### config.mk
export PLATFORM = sky130hd
export DESIGN_NAME = exe_mem_stage
export DESIGN_NICKNAME = d
export VERILOG_FILES = /design/src/rtl/inst_defs_pkg.sv /design/src/rtl/exe_mem_stage_status_register.sv /design/src/rtl/exe_mem_stage.sv
export SDC_FILE = /design/constraint.sdc
export NUM_CORES = 1
export LEC_CHECK = 0
export ABC_CLOCK_PERIOD_IN_PS = 1700
export CAP_MARGIN = 10
export CELL_PAD_IN_SITES_DETAIL_PLACEMENT = 1
export CELL_PAD_IN_SITES_GLOBAL_PLACEMENT = 1
export CORE_ASPECT_RATIO = 0.9
export CORE_MARGIN = 2
export CORE_UTILIZATION = 36
export DETAILED_ROUTE_END_ITERATION = 8
export PLACE_DENSITY_LB_ADDON = 0.3
export SLEW_MARGIN = 20
export SYNTH_ARGS = -nofsm -noshare
export SYNTH_HDL_FRONTEND = slang
export SYNTH_SLANG_ARGS = --single-unit
### constraint.sdc
create_clock -name clk -period 1.7 [get_ports clk]
set_input_delay 0.425 -clock clk [delete_from_list [all_inputs] [get_ports clk]]
set_output_delay 0.425 -clock clk [all_outputs]
set_load 0.01 [all_outputs]
### src/rtl/inst_defs_pkg.sv
// Shared EXE/MEM definitions: datapath widths, CPSR flag bit positions and the
// packed bundle that travels from EXE into the MEM stage.
package inst_defs_pkg;

  localparam int REGISTER_LEN = 32;
  localparam int REG_ADDR_W   = 4;

  // CPSR layout {Z,C,N,V}; carry-in for the ALU is SR_C.
  localparam int SR_Z = 3;
  localparam int SR_C = 2;
  localparam int SR_N = 1;
  localparam int SR_V = 0;

  typedef struct packed {
    logic [REGISTER_LEN-1:0] alu_out;
    logic                    wb_en;
    logic                    r_en;
    logic                    w_en;
    logic [REG_ADDR_W-1:0]   dest;
    logic [REGISTER_LEN-1:0] val_rm;
  } exe_mem_bundle_t;

  localparam int BUNDLE_W = $bits(exe_mem_bundle_t);

endpackage

### src/rtl/exe_mem_stage_status_register.sv
// CPSR flag register {Z,C,N,V}: loads the ALU status when enabled, holds otherwise.
module status_register (
  input  logic       clk,
  input  logic       rst_n,
  input  logic       load,
  input  logic [3:0] d,
  output logic [3:0] q
);

  // NOTE: sequential state uses non-blocking assignments so every register
  // samples pre-edge values regardless of process evaluation order.
  always_ff @(posedge clk or negedge rst_n) begin
    if (!rst_n)    q <= 4'b0000;
    else if (load) q <= d;
  end

endmodule

### src/rtl/exe_mem_stage.sv
// EXE->MEM pipeline boundary: 2-entry skid buffer with valid/ready toward MEM,
// plus the CPSR flag register fed back to EXE.
module exe_mem_stage
  import inst_defs_pkg::*;
#(
  parameter int REGISTER_LEN = inst_defs_pkg::REGISTER_LEN,
  parameter int REG_ADDR_W   = inst_defs_pkg::REG_ADDR_W
) (
  input  logic                    clk,
  input  logic                    rst_n,
  input  logic                    exe_valid,
  output logic                    exe_ready,
  input  logic [REGISTER_LEN-1:0] exe_alu_out,
  input  logic [3:0]              exe_status,
  input  logic                    exe_s_bit,
  input  logic                    exe_wb_en,
  input  logic                    exe_mem_r_en,
  input  logic                    exe_mem_w_en,
  input  logic [REG_ADDR_W-1:0]   exe_dest,
  input  logic [REGISTER_LEN-1:0] exe_val_rm,
  output logic                    mem_valid,
  input  logic                    mem_ready,
  output logic [REGISTER_LEN-1:0] mem_alu_out,
  output logic                    mem_wb_en,
  output logic                    mem_r_en,
  output logic                    mem_w_en,
  output logic [REG_ADDR_W-1:0]   mem_dest,
  output logic [REGISTER_LEN-1:0] mem_val_rm,
  output logic [3:0]              sr_out
);

  exe_mem_bundle_t in_bundle;
  exe_mem_bundle_t out_q;
  exe_mem_bundle_t skid_q;
  logic            out_valid;
  logic            skid_valid;
  logic            accept;
  logic            transfer;

  assign in_bundle = '{alu_out: exe_alu_out, wb_en: exe_wb_en, r_en: exe_mem_r_en,
                       w_en: exe_mem_w_en, dest: exe_dest, val_rm: exe_val_rm};

  // Ready depends only on the skid flop, so mem_ready never reaches exe_ready.
  assign exe_ready = ~skid_valid;
  assign accept    = exe_valid & exe_ready;
  assign transfer  = out_valid & mem_ready;

  // NOTE: data registers are reset as well as the valid bits, because the
  // mem_* outputs must read zero out of reset, not just be marked invalid.
  always_ff @(posedge clk or negedge rst_n) begin
    if (!rst_n) begin
      out_valid  <= 1'b0;
      skid_valid <= 1'b0;
      out_q      <= '0;
      skid_q     <= '0;
    end else if (transfer) begin
      if (skid_valid) begin
        out_q      <= skid_q;
        skid_valid <= 1'b0;
      end else if (accept) begin
        out_q <= in_bundle;
      end else begin
        out_valid <= 1'b0;
      end
    end else if (!out_valid) begin
      if (accept) begin
        out_q     <= in_bundle;
        out_valid <= 1'b1;
      end
    end else if (accept) begin
      // Output is stalled: park the new entry in the skid slot.
      skid_q     <= in_bundle;
      skid_valid <= 1'b1;
    end
  end

  assign mem_valid   = out_valid;
  assign mem_alu_out = out_q.alu_out;
  assign mem_wb_en   = out_q.wb_en;
  assign mem_r_en    = out_q.r_en;
  assign mem_w_en    = out_q.w_en;
  assign mem_dest    = out_q.dest;
  assign mem_val_rm  = out_q.val_rm;

  // Flags commit at accept time, independent of any MEM back-pressure.
  status_register u_status_register (
    .clk   (clk),
    .rst_n (rst_n),
    .load  (accept & exe_s_bit),
    .d     (exe_status),
    .q     (sr_out)
  );

endmodule

==> results of run 1 <==
-- metal layers --
metal | track usage | part of all wire | up-vias
li1 | - | - | 2586
met1 | 0.294 | 0.45 | 3077
met2 | 0.365 | 0.49 | 194
met3 | 0.0466 | 0.052 | 12
met4 | 0.0550 | 0.0074 | 0
met5 | 0 | 0 | -
-- worst max-delay path: stages (launching register included) --
cell and delay (ns):
sky130_fd_sc_hd__dfrtp_2 0.45, sky130_fd_sc_hd__nand2b_4 0.18, sky130_fd_sc_hd__nor3_4 0.12, sky130_fd_sc_hd__buf_4 0.14
sky130_fd_sc_hd__buf_12 0.21, sky130_fd_sc_hd__mux2_2 0.37
-- cell usage in the layout, fill, tap and decap left out, types with 2 or more instances in the layout --
| cell type | synthesis | final |
|---|---|---|
| sky130_fd_sc_hd__inv_2 | 1 | 2 |
| sky130_fd_sc_hd__a222oi_1 | 71 | 71 |
| sky130_fd_sc_hd__buf_6 | 7 | 3 |
| sky130_fd_sc_hd__a21oi_1 | 2 | 2 |
| sky130_fd_sc_hd__mux2_1 | 6 | 6 |
| sky130_fd_sc_hd__buf_4 | 7 | 12 |
| sky130_fd_sc_hd__clkbuf_16 | 0 | 18 |
| sky130_fd_sc_hd__dlygate4sd2_1 | 0 | 76 |
| sky130_fd_sc_hd__clkbuf_8 | 0 | 3 |
| sky130_fd_sc_hd__inv_1 | 72 | 71 |
| sky130_fd_sc_hd__o22ai_1 | 143 | 142 |
| sky130_fd_sc_hd__clkdlybuf4s50_1 | 0 | 76 |
| sky130_fd_sc_hd__clkbuf_1 | 30 | 2 |
| sky130_fd_sc_hd__mux2_2 | 69 | 69 |
| sky130_fd_sc_hd__dfrtp_1 | 148 | 147 |
| sky130_fd_sc_hd__clkinv_2 | 0 | 2 |
| sky130_fd_sc_hd__buf_12 | 0 | 14 |
| sky130_fd_sc_hd__bufinv_16 | 0 | 6 |
-- state kept, by name (all words and copies together), names as in the netlist --
signal,count
mem_alu_out,32
mem_dest,4
mem_r_en,1
mem_val_rm,32
mem_valid,1
mem_w_en,1
mem_wb_en,1
skid_q,71
skid_valid,1
u_status_register.q,4
-- final timing paths --
check	cells after the start	slack, ns	end
worst min-delay path	2	0.44	mem_val_rm[17]
min in group clk	1	0.49	skid_q[4]
worst max-delay path	5	0.1	skid_q[61]
worst min register to register	1	0.49	skid_q[4]
max in group asynchronous	3	0.69	skid_q[15]
worst max register to register	5	0.1	skid_q[61]
-- cell families (layout without fill, tap and decap cells) --
logic type,Yosys count,after routing
compound gates,217,217
buf+inv,134,291
flops,148,148
mux,75,75
simple gates,5,5
-- final cells by class --
class | count | area share
sequential | 148 | 0.394
clock buffer | 22 | 0.0505
timing repair buffer | 187 | 0.203
inverter | 73 | 0.0292
multi-input combinational | 297 | 0.269
clock inverter | 9 | 0.0212
tap | 245 | 0.0326
-- per-stage QoR --
step / power [mW] / setup slack [ns] / hold slack (ns) / std cells / util
global route: 20.1 / 0.0259 / 0.463 / 981 / 0.509
floorplan: 11.2 / 0.00177 / 0.129 / 579 / -
finish: 18.9 / 0.0955 / 0.444 / 981 / 0.509
global placement: 14.6 / -0.353 / 0.319 / 944 / 0.473
detailed placement: 15.2 / -0.401 / 0.318 / 944 / 0.473
CTS: 18.9 / 0.000816 / 0.452 / 978 / 0.506
-- power breakdown --
group	internal, mW	switching [mW]
Sequential	5.34	1.28
Clock	2.86	1.45
Combinational	3.90	4.06
Total	12.1	6.79
-- what timing repair did --
action                                 in CTS  in global routing
setup endpoints to repair                  79                 59
gates resized for setup                    79                  7
setup buffers                               2                  2
endpoints found under the hold margin      22                  0
hold buffers                                1                  0
pin swaps                                   0                  3
cloned                                      0                  1
==> summary.txt, run 1 <==
Timing
  • Min Tclk post-route: between 1.5 and 2 ns
  • Clock Skews: 0.00667 ns
  • Relative max-transition margin: 0.537
  • Unrepaired setup endpoints after global routing: false
  • Slew at the pin closest to its max-slew limit: 0.695 ns
  • Final Setup Violations: 0
  • Setup TNS: 0 ns
  • Number of pins with negative max-slew slack in the final report: 0
  • Hold Violations, Final: 0
  • Maximum clock rate: between 600 and 700 MHz
  • Final worst path period share: 0.944

Floorplan
  • Height of the die: 134 um
  • Die outline area: 20000 um^2
  • Die width: between 100 and 150 um
  • I/O Pins: 157
  • Initial Utilization: 0.368
  • Site row count: 47
  • Area of the placeable core: 18500 um^2

Synthesis
  • Cell types with the highest counts after synthesis: 148 x sky130_fd_sc_hd__dfrtp_1, 143 x sky130_fd_sc_hd__o22ai_1, 72 x sky130_fd_sc_hd__inv_1
  • Xor/xnor share of the synthesized area: 0
  • Portion of netlist area occupied by mux cells: 0.124
  • Synthesis Warnings: 0
  • Sequential-to-total area share from yosys stat: 0.545
  • Most common cell in the synthesized netlist: sky130_fd_sc_hd__dfrtp_1
  • Largest family of logic cells by synthesized area: compound AO/OA/AOI/OAI gates
  • Total nets after synthesis: 659
  • Cell type with the highest aggregate area in the netlist: sky130_fd_sc_hd__dfrtp_1
  • Share of the synthesized area in the top cell type: 0.545
  • Post-synthesis compound-gate area fraction: 0.238
  • Number of enable-type register cells in the synthesized netlist: 0
  • Primary FF master, synth: sky130_fd_sc_hd__dfrtp_1
  • FF+latch count, synth: around 150
  • Share of synthesized cell area in and, or, nand and nor gates: 0.00552
  • Fraction of synthesis flops using an asynchronous set or reset pin: 1.00
  • Number of instances in the synthesized netlist: 579
  • Mean area per synthesized cell: between 10 and 15 um^2
  • Number of distinct library cells after synthesis: 19
  • Post-synthesis instance area: 6800 um^2
  • Largest cells by area after synthesis: sky130_fd_sc_hd__dfrtp_1 54%, sky130_fd_sc_hd__o22ai_1 13%, sky130_fd_sc_hd__mux2_2 11%
  • Area share of fa/ha/maj cells after synthesis: 0

Flow run
  • Max-cap violation count: 0

Power
  • Leak pwr: a little over 4 nW
  • Peak VDD IR: 1.03 mV
  • Power Density: 2010 nW/um^2

Critical path
  • Worst-path maximum fanout: 34
  • Launch instance of the worst register-to-register path: skid_valid
  • Class of the most critical setup path: register to register
  • Worst setup startpoint: skid_valid
  • Required time of the critical path: ~2 ns
  • WP data arrival: between 1.5 and 2 ns
  • Critical Path Source Type: register
  • Kind of capture point of the worst setup path: register

Finish
  • Area growth from synthesis to layout: 38.1%
  • Fraction of final layout cells with drive strength greater than 1: 0.189
  • Filler cells: slightly below 2k
  • Count of inserted antenna diode cells: 0
  • Area occupied by multi-input gates: 2530 um^2
  • Register Area: 3700 um^2
  • Final standard cell area without fillers: between 9000 and 10000 um^2
  • Layout Nets: 804

CTS
  • CTS clock-pin slew for the worst setup and hold paths: around 0.06 ns
  • Maximum level of the CTS H-tree: 4
  • CTS tree: done
  • Clk sinks: 148
  • Number of buffers created by CTS: 17
  • Root Buffer Master: sky130_fd_sc_hd__clkbuf_16
  • Max Root-Sink Buffers: 2
  • Clock latency reported for the late side of the worst-skew pair: between 0.4 and 0.5 ns

Min path
  • Hold Crit Class: primary input to async pin

GRT
  • First-pass GRT wire length: between 30 and 40 mm
  • Maximum number of pins on one net before global-route repair: between 50 and 60
  • Total congestion overflow after global routing: 0
  • Number of antenna violations at the first check in global routing: 0
  • Number of global-route vias before repair: 6392
  • Overall routing resource usage: 0.220

Drt
  • Via count normalized by instance count: 5.98
  • DR DRC count: 0
  • First-pass iteration count of the detailed router: 5
  • Starting DRC count in detailed routing: 660
  • Routed WL: 21.5 mm
  • Routed length per instance: 22.0 um
  • Vias: 5869
  • Antenna viol nets, final: 0

Outcome
  • Outcome: complete, no violations

Placed design
  • Post-DP Area: 8730 um^2
  • Hpwl dp: 13.6 mm
  • Final Wtd Congestion: roughly 0.78
  • Number of I/O port buffers: around 160
No activity file was read; power rests on OpenSTA's default activity.
==> run 2: changes to the inputs <==
--- a/config.mk
+++ b/config.mk
@@ -17,4 +17,5 @@
 export SLEW_MARGIN = 20
 export SYNTH_ARGS = -nofsm -noshare
 export SYNTH_HDL_FRONTEND = slang
+export SYNTH_HIERARCHICAL = 1
 export SYNTH_SLANG_ARGS = --single-unit
==> summary.txt, run 2 <==
Synthesis
  • FF+latch count, synth: 148 (unchanged)
  • Sequential-to-total area share from yosys stat: 0.612 (+0.0677)
  • Number of distinct library cells after synthesis: 19 (unchanged)
  • Post-synthesis instance area: 6050 um^2 (-11%)
  • Fraction of synthesis flops using an asynchronous set or reset pin: 1.00 (unchanged)
  • Share of the synthesized area in the top cell type: 0.612 (+0.0677)
  • Cell types with the highest counts after synthesis: 148 x sky130_fd_sc_hd__dfrtp_1, 71 x sky130_fd_sc_hd__or2_2, 68 x sky130_fd_sc_hd__mux2_2
  • Cell type with the highest aggregate area in the netlist: sky130_fd_sc_hd__dfrtp_1
  • Number of enable-type register cells in the synthesized netlist: 0 (unchanged)
  • Mean area per synthesized cell: 14.9 um^2 (+27%)
  • Total nets after synthesis: 487 (-26%)
  • Synthesis Warnings: 6 (+6)
  • Most common cell in the synthesized netlist: sky130_fd_sc_hd__dfrtp_1
  • Primary FF master, synth: sky130_fd_sc_hd__dfrtp_1
  • Number of instances in the synthesized netlist: 407 (-30%)
  • Largest cells by area after synthesis: sky130_fd_sc_hd__dfrtp_1 61%, sky130_fd_sc_hd__mux2_2 13%, sky130_fd_sc_hd__o221a_2 12%

GRT
  • Number of antenna violations at the first check in global routing: 0 (unchanged)
  • Global Route met3 Usage: 0.0592 (+0.0126)
  • Met1 track demand over resource in global routing: 0.232 (-0.0627)
  • Most Crowded Layer GR: met2
  • Global routing met2 resource utilization: 0.295 (-0.0699)
  • First-pass GRT wire length: 25.2 mm (-28%)
  • Maximum number of pins on one net before global-route repair: 72 (+31%)
  • Overall routing resource usage: 0.182 (-0.0377)
  • Number of global-route vias before repair: 4605 (-28%)
  • Total congestion overflow after global routing: 0 (unchanged)

Drt
  • First-pass iteration count of the detailed router: 4 (-1)
  • Via count normalized by instance count: 5.24 (-12%)
  • Starting DRC count in detailed routing: 172 (-74%)
  • Routed WL: 15.6 mm (-28%)
  • Routed length per instance: 19.7 um (-10%)
  • Vias: 4147 (-29%)
  • DR DRC count: 0 (unchanged)
  • Antenna viol nets, final: 0 (unchanged)

Flow run
  • Max-cap violation count: 0 (unchanged)

Critical path
  • Launch instance of the worst register-to-register path: skid_valid
  • Worst-path maximum fanout: 6 (-82%)
  • Worst path cell trace: inv_2 > dlygate4sd2_1
  • WP data arrival: 1.22 ns (-0.69 ns)
  • R2R Setup Slk: 0.07 ns (-0.03 ns)
  • Class of the most critical setup path: register to output port
  • Required time of the critical path: 1.27 ns (-0.73 ns)
  • Critical Path Source Type: register
  • Crit-path slowest cell: sky130_fd_sc_hd__dfrtp_2
  • Worst setup startpoint: skid_valid
  • Largest delay contributor family on the critical path: flip-flops
  • Critical path's largest stage delay: 0.45 ns (about the same)
  • Buffers and inverters on the worst path: 2 (unchanged)
  • Kind of capture point of the worst setup path: output port

Floorplan
  • Height of the die: 127 um (-5.5%)
  • Initial Utilization: 0.371 (+0.00290)
  • Site row count: 44 (-6.4%)
  • Die outline area: 17900 um^2 (-11%)
  • Area of the placeable core: 16300 um^2 (-12%)
  • I/O Pins: 157 (unchanged)
  • Die width: 141 um (-5.5%)

CTS
  • Root Buffer Master: sky130_fd_sc_hd__clkbuf_16
  • Max Root-Sink Buffers: 2 (unchanged)
  • CTS clock-pin slew for the worst setup and hold paths: 0.06 ns (about the same)
  • Clk sinks: 148 (unchanged)
  • Maximum level of the CTS H-tree: 4 (unchanged)
  • CTS tree: done
  • Number of buffers created by CTS: 17 (unchanged)
  • Clock latency reported for the late side of the worst-skew pair: 0.42 ns (about the same)

Power
  • Peak VDD IR: 0.766 mV (-26%)
  • Power Density: 1880 nW/um^2 (-6.4%)
  • Leak pwr: 3.45 nW (-15%)
  • Total power: 16.0 mW (-16%)

Finish
  • Leading cell type in the layout, fill and taps excluded: sky130_fd_sc_hd__dfrtp_1
  • Area occupied by multi-input gates: 2180 um^2 (-14%)
  • Area growth from synthesis to layout: 40.1%
  • Final standard cell area without fillers: 8470 um^2 (-9.8%)
  • Fraction of final layout cells with drive strength greater than 1: 0.441 (+0.252)
  • Register ranked first by flip-flop count: skid_q
  • Fin cells: 792 (-19%)
  • Filler cells: 1639 (-15%)
  • Count of inserted antenna diode cells: 0 (unchanged)
  • Layout Nets: 653 (-19%)
  • Commonest cells after routing, fill and taps aside: 146 x sky130_fd_sc_hd__dfrtp_1, 78 x sky130_fd_sc_hd__clkdlybuf4s50_1, 77 x sky130_fd_sc_hd__dlygate4sd2_1
  • Post-Route Utilization: 0.520 (+0.0114)
  • Register Area: 3710 um^2 (about the same)
  • Number of flip-flops under the largest register name: 71 (unchanged)

Placed design
  • Number of I/O port buffers: 156 (unchanged)
  • Cells after DPL: 759 (-20%)
  • Hpwl dp: 10.4 mm (-24%)
  • Final Wtd Congestion: 0.723 (-7.5%)
  • Post-DP Area: 7970 um^2 (-8.7%)

Timing
  • Clock Skews: 0.00778 ns (+0.00111 ns)
  • Final Setup Violations: 0 (unchanged)
  • Relative max-transition margin: 0.683 (+0.147)
  • Min Tclk post-route: 1.65 ns (+0.0447 ns)
  • Unrepaired setup endpoints after global routing: false
  • Maximum clock rate: 606 MHz (-2.7%)
  • Slew at the pin closest to its max-slew limit: 0.475 ns (-0.220 ns)
  • Hold Violations, Final: 0 (unchanged)
  • Final worst path period share: 0.970 (+0.0263)
  • Number of pins with negative max-slew slack in the final report: 0 (unchanged)
  • Post-Route Hold Slack: 0.485 ns (+0.0407 ns)

Min path
  • Hold Crit Class: register to register
  • Hold path start: skid_q[6]

Outcome
  • Outcome: complete, no violations
[run 2: worst register-to-register path: cells and delay by family, from the launching register on]
kind | cells | cell delay, ns
buf+inv | 1 | 0.26
flops | 1 | 0.45
mux | 1 | 0.41
simple gates | 2 | 0.40
[run 2: metrics by stage]
| step | setup WS [ns] | TNS, ns |
|---|---|---|
| final | 0.0508 | 0 |
| after global routing | 0.00308 | 0 |
| after CTS | 0.0152 | 0 |
| after detailed placement | -0.341 | -42.66 |
| after global placement | -0.287 | -39.09 |
| after floorplan | 0.244 | 0 |
[run 2: final cells by class]
| type | count | area share |
|---|---|---|
| Multi-Input combinational cell | 229 | 0.257 |
| Inverter | 2 | 0.000886 |
| Clock inverter | 9 | 0.0152 |
| Clock buffer | 22 | 0.0536 |
| Timing Repair Buffer | 175 | 0.205 |
| Sequential cell | 148 | 0.437 |
| Tap cell | 207 | 0.0306 |
[run 2: final timing paths]
kind,end,depth (start not counted)
max reg2reg,skid_q[21],4
max,exe_ready,2
max in group asynchronous,skid_q[0],3
min reg2reg,skid_q[6],1
min,skid_q[6],1
min in group asynchronous,mem_val_rm[10],2
[run 2: timing repair]
action,in CTS,in global routing
hold endpoints to repair,40,0
hold buffers,1,0
gates resized for setup,80,0
setup buffers,0,1
endpoints found under the setup margin,77,1
[run 2: report_power, final]
| part | internal (mW) | switching (mW) |
|---|---|---|
| Clock | 2.34 | 1.41 |
| Sequential | 5.33 | 0.978 |
| Combinational | 3.46 | 2.43 |
[run 2: metal layers]
layer	wire [um]	part of all wire	vias to the layer above
met1	6900	0.44	2156
li1	-	-	1850
met2	7560	0.48	123
met4	223	0.014	0
met5	0	0	-
met3	905	0.058	18
[run 2: cell families (layout without fill, tap and decap cells)]
family / Yosys count / count (layout) / synth area share
flops: 148 / 148 / 0.612
buf+inv: 30 / 208 / 0.0287
mux: 75 / 75 / 0.140
simple gates: 79 / 79 / 0.0817
compound gates: 75 / 75 / 0.138
==> run 3: changes to the inputs <==
--- a/config.mk
+++ b/config.mk
@@ -5,15 +5,17 @@
 export SDC_FILE = /design/constraint.sdc
 export NUM_CORES = 1
 export LEC_CHECK = 0
+export ABC_AREA = 1
 export ABC_CLOCK_PERIOD_IN_PS = 1700
 export CAP_MARGIN = 10
 export CELL_PAD_IN_SITES_DETAIL_PLACEMENT = 1
 export CELL_PAD_IN_SITES_GLOBAL_PLACEMENT = 1
 export CORE_ASPECT_RATIO = 0.9
 export CORE_MARGIN = 2
-export CORE_UTILIZATION = 36
+export CORE_UTILIZATION = 33
 export DETAILED_ROUTE_END_ITERATION = 8
 export PLACE_DENSITY_LB_ADDON = 0.3
+export SETUP_SLACK_MARGIN = 0.4
 export SLEW_MARGIN = 20
 export SYNTH_ARGS = -nofsm -noshare
 export SYNTH_HDL_FRONTEND = slang
==> summary.txt, run 3 <==
Outcome
  • Outcome: complete, no violations

Synthesis
  • Most common cell in the synthesized netlist: sky130_fd_sc_hd__nand2_1
  • Post-synthesis compound-gate area fraction: 0.0495 (-0.0882)
  • Number of instances in the synthesized netlist: 1022 (+150%)
  • Area share of fa/ha/maj cells after synthesis: 0 (unchanged)
  • Cell type with the highest aggregate area in the netlist: sky130_fd_sc_hd__dfrtp_1
  • Mean area per synthesized cell: 7.17 um^2 (-52%)
  • Largest family of logic cells by synthesized area: simple AND/OR/NAND/NOR gates
  • Total nets after synthesis: 1102 (+130%)
  • Number of distinct library cells after synthesis: 15 (-4)
  • Share of the synthesized area in the top cell type: 0.505 (-0.107)
  • Portion of netlist area occupied by mux cells: 0 (-0.140)
  • Largest cells by area after synthesis: sky130_fd_sc_hd__dfrtp_1 51%, sky130_fd_sc_hd__nand2_1 19%, sky130_fd_sc_hd__nand3_1 9.7%
  • FF+latch count, synth: 148 (unchanged)
  • Post-synthesis instance area: 7330 um^2 (+21%)
  • Cell types with the highest counts after synthesis: 370 x sky130_fd_sc_hd__nand2_1, 148 x sky130_fd_sc_hd__dfrtp_1, 143 x sky130_fd_sc_hd__nor2_1
  • Synthesis Warnings: 6 (unchanged)
  • Share of synthesized cell area in and, or, nand and nor gates: 0.365 (+0.283)
  • Primary FF master, synth: sky130_fd_sc_hd__dfrtp_1
  • Fraction of synthesis flops using an asynchronous set or reset pin: 1.00 (unchanged)
  • Xor/xnor share of the synthesized area: 0 (unchanged)
  • Sequential-to-total area share from yosys stat: 0.505 (-0.107)
  • Number of enable-type register cells in the synthesized netlist: 0 (unchanged)

CTS
  • Number of buffers created by CTS: 17 (unchanged)
  • Maximum level of the CTS H-tree: 4 (unchanged)
  • Clk sinks: 148 (unchanged)
  • Max Root-Sink Buffers: 2 (unchanged)
  • CTS clock-pin slew for the worst setup and hold paths: 0.07 ns (about the same)
  • Root Buffer Master: sky130_fd_sc_hd__clkbuf_16
  • Clock latency reported for the late side of the worst-skew pair: 0.42 ns (about the same)
  • CTS tree: done

Critical path
  • Buffers and inverters on the worst path: 4 (+2)
  • Kind of capture point of the worst setup path: register
  • CP Depth: 8 (+6)
  • R2R Setup Slk: 0.21 ns (+0.14 ns)
  • Critical Path End: skid_q[22]
  • Worst path cell trace: buf_6 > inv_4 > nor2_4 > buf_4 > nand3_4 > buf_4 > nand2_1 > o21ai_1
  • Required time of the critical path: 1.98 ns (+0.71 ns)
  • End of the worst register-to-register path: skid_q[22]
  • Class of the most critical setup path: register to register
  • Critical Path Source Type: register
  • Worst setup startpoint: mem_valid
  • Cells on worst reg2reg path: 8 (+4)
  • Launch instance of the worst register-to-register path: mem_valid
  • WP data arrival: 1.77 ns (+0.55 ns)
  • Worst-path maximum fanout: 5 (-1)
  • Largest delay contributor family on the critical path: buffers and inverters
  • Critical path's largest stage delay: 0.37 ns (-0.08 ns)
  • Most common cell on crit path: sky130_fd_sc_hd__buf_4
  • Crit-path slowest cell: sky130_fd_sc_hd__dfrtp_2

GRT
  • Number of global-route vias before repair: 7781 (+69%)
  • Total congestion overflow after global routing: 0 (unchanged)
  • Overall routing resource usage: 0.211 (+0.0288)
  • First-pass GRT wire length: 39.8 mm (+58%)
  • Number of antenna violations at the first check in global routing: 0 (unchanged)
  • Maximum number of pins on one net before global-route repair: 46 (-36%)

Timing
  • Hold Violations, Final: 0 (unchanged)
  • Final worst path period share: 0.877 (-0.0932)
  • Clock Skews: 0.0158 ns (+0.00807 ns)
  • Relative max-transition margin: 0.733 (+0.0492)
  • Min setup slack post-route: 0.209 ns (+0.158 ns)
  • Slew at the pin closest to its max-slew limit: 0.401 ns (-0.0739 ns)
  • Final Setup Violations: 0 (unchanged)
  • Number of pins with negative max-slew slack in the final report: 0 (unchanged)
  • Maximum clock rate: 671 MHz (+11%)
  • Min Tclk post-route: 1.49 ns (-0.158 ns)
  • Unrepaired setup endpoints after global routing: true

Finish
  • Count of inserted antenna diode cells: 0 (unchanged)
  • Filler cells: 2661 (+62%)
  • Number of flip-flops under the largest register name: 71 (unchanged)
  • Leading cell type in the layout, fill and taps excluded: sky130_fd_sc_hd__nand2_1
  • Area occupied by multi-input gates: 3140 um^2 (+44%)
  • Fin cells: 1582 (+100%)
  • Register ranked first by flip-flop count: skid_q
  • Layout Nets: 1359 (+110%)
  • Register Area: 3710 um^2 (unchanged)
  • Commonest cells after routing, fill and taps aside: 364 x sky130_fd_sc_hd__nand2_1, 146 x sky130_fd_sc_hd__dfrtp_1, 141 x sky130_fd_sc_hd__nand3_1
  • Area growth from synthesis to layout: 49.6%
  • Fraction of final layout cells with drive strength greater than 1: 0.218 (-0.223)

Placed design
  • Number of I/O port buffers: 156 (unchanged)
  • Minimum setup slack after placement: -0.200 ns (+0.141 ns)
  • Final Wtd Congestion: 0.746 (+3.3%)
  • Cells after DPL: 1437 (+89%)
  • Hpwl dp: 14.5 mm (+40%)

Floorplan
  • Height of the die: 145 um (+14%)
  • Site row count: 51 (+16%)
  • I/O Pins: 157 (unchanged)
  • Die outline area: 23400 um^2 (+31%)
  • Area of the placeable core: 21700 um^2 (+33%)
  • Die width: 161 um (+15%)
  • Initial Utilization: 0.338 (-0.0335)

Drt
  • Routed length per instance: 17.0 um (-13%)
  • First-pass iteration count of the detailed router: 5 (+1)
  • Antenna viol nets, final: 0 (unchanged)
  • Routed WL: 27.0 mm (+73%)
  • Starting DRC count in detailed routing: 389 (+130%)
  • Vias: 7736 (+87%)
  • DR DRC count: 0 (unchanged)
  • Via count normalized by instance count: 4.89 (-6.6%)

Power
  • Power Density: 1740 nW/um^2 (-7.4%)
  • Leak pwr: 5.92 nW (+71%)
  • Peak VDD IR: 0.723 mV (-5.6%)

Flow run
  • Max-cap violation count: 0 (unchanged)

Min path
  • Hold Crit Class: primary input to async pin
run 3: worst min path at each step:
stage | start | end | slack [ns] | cells after the start
finish | rst_n | mem_alu_out[15] | 0.45 | 2
global route | rst_n | mem_alu_out[21] | 0.45 | 2
CTS | exe_valid | skid_q[19] | 0.43 | 3
detailed placement | rst_n | mem_alu_out[15] | 0.33 | 1
global placement | rst_n | mem_alu_out[15] | 0.33 | 1
floorplan | rst_n | mem_alu_out[0] | 0.13 | 0
run 3: cell type report:
cell class | instances | share of cell area
sequential | 148 | 0.338
multi-input combinational | 732 | 0.286
timing repair buffer | 305 | 0.265
clock buffer | 22 | 0.0442
tap | 291 | 0.0332
inverter | 75 | 0.0259
clock inverter | 9 | 0.00719
run 3: layer usage:
layer	track usage	vias to the layer above	share of wire
li1	-	3701	-
met2	0.367	204	0.49
met4	0.0455	0	0.016
met5	0	-	0
met3	0.0484	28	0.048
met1	0.268	3803	0.44
run 3: metrics by stage:
step | utilization | cell area [um^2] | power [mW] | setup TNS (ns) | hold slack, ns
after detailed placement | 0.434 | 9410 | 13.6 | -21.46 | 0.330
after global placement | 0.434 | 9410 | 13.4 | -17.86 | 0.331
after global routing | 0.505 | 11000 | 20.5 | 0 | 0.450
after CTS | 0.472 | 10300 | 17.9 | 0 | 0.432
after floorplan | - | 7370 | 10.1 | 0 | 0.129
final | 0.505 | 11000 | 19.1 | 0 | 0.445
run 3: where the power goes:
part	internal, mW	switching [mW]	leakage, nW	total [mW]
Sequential	5.20	1.05	1.83	6.25
Combinational	4.48	4.71	3.81	9.18
Clock	2.15	1.53	0.278	3.69
run 3: worst reg2reg max path: cells and delay by family, from the launching register on:
family	cells	cell delay (ns)
AND/OR/NAND/NOR	3	0.38
AO/OA/AOI/OAI	1	0.10
flip-flops	1	0.37
buffers and inverters	4	0.50
run 3: cell families (layout without fill, tap and decap cells):
family	count (synthesis)	in the layout
buf+inv	143	411
simple gates	659	660
compound gates	72	72
flops	148	148
run 3: timing repair:
item | in CTS | in global routing
hold endpoints to repair | 23 | 0
setup buffers | 64 | 32
hold buffers | 1 | 0
resized for setup | 327 | 42
pin swaps | 2 | 11
gates cloned | 4 | 13
setup endpoints to repair | 223 | 223
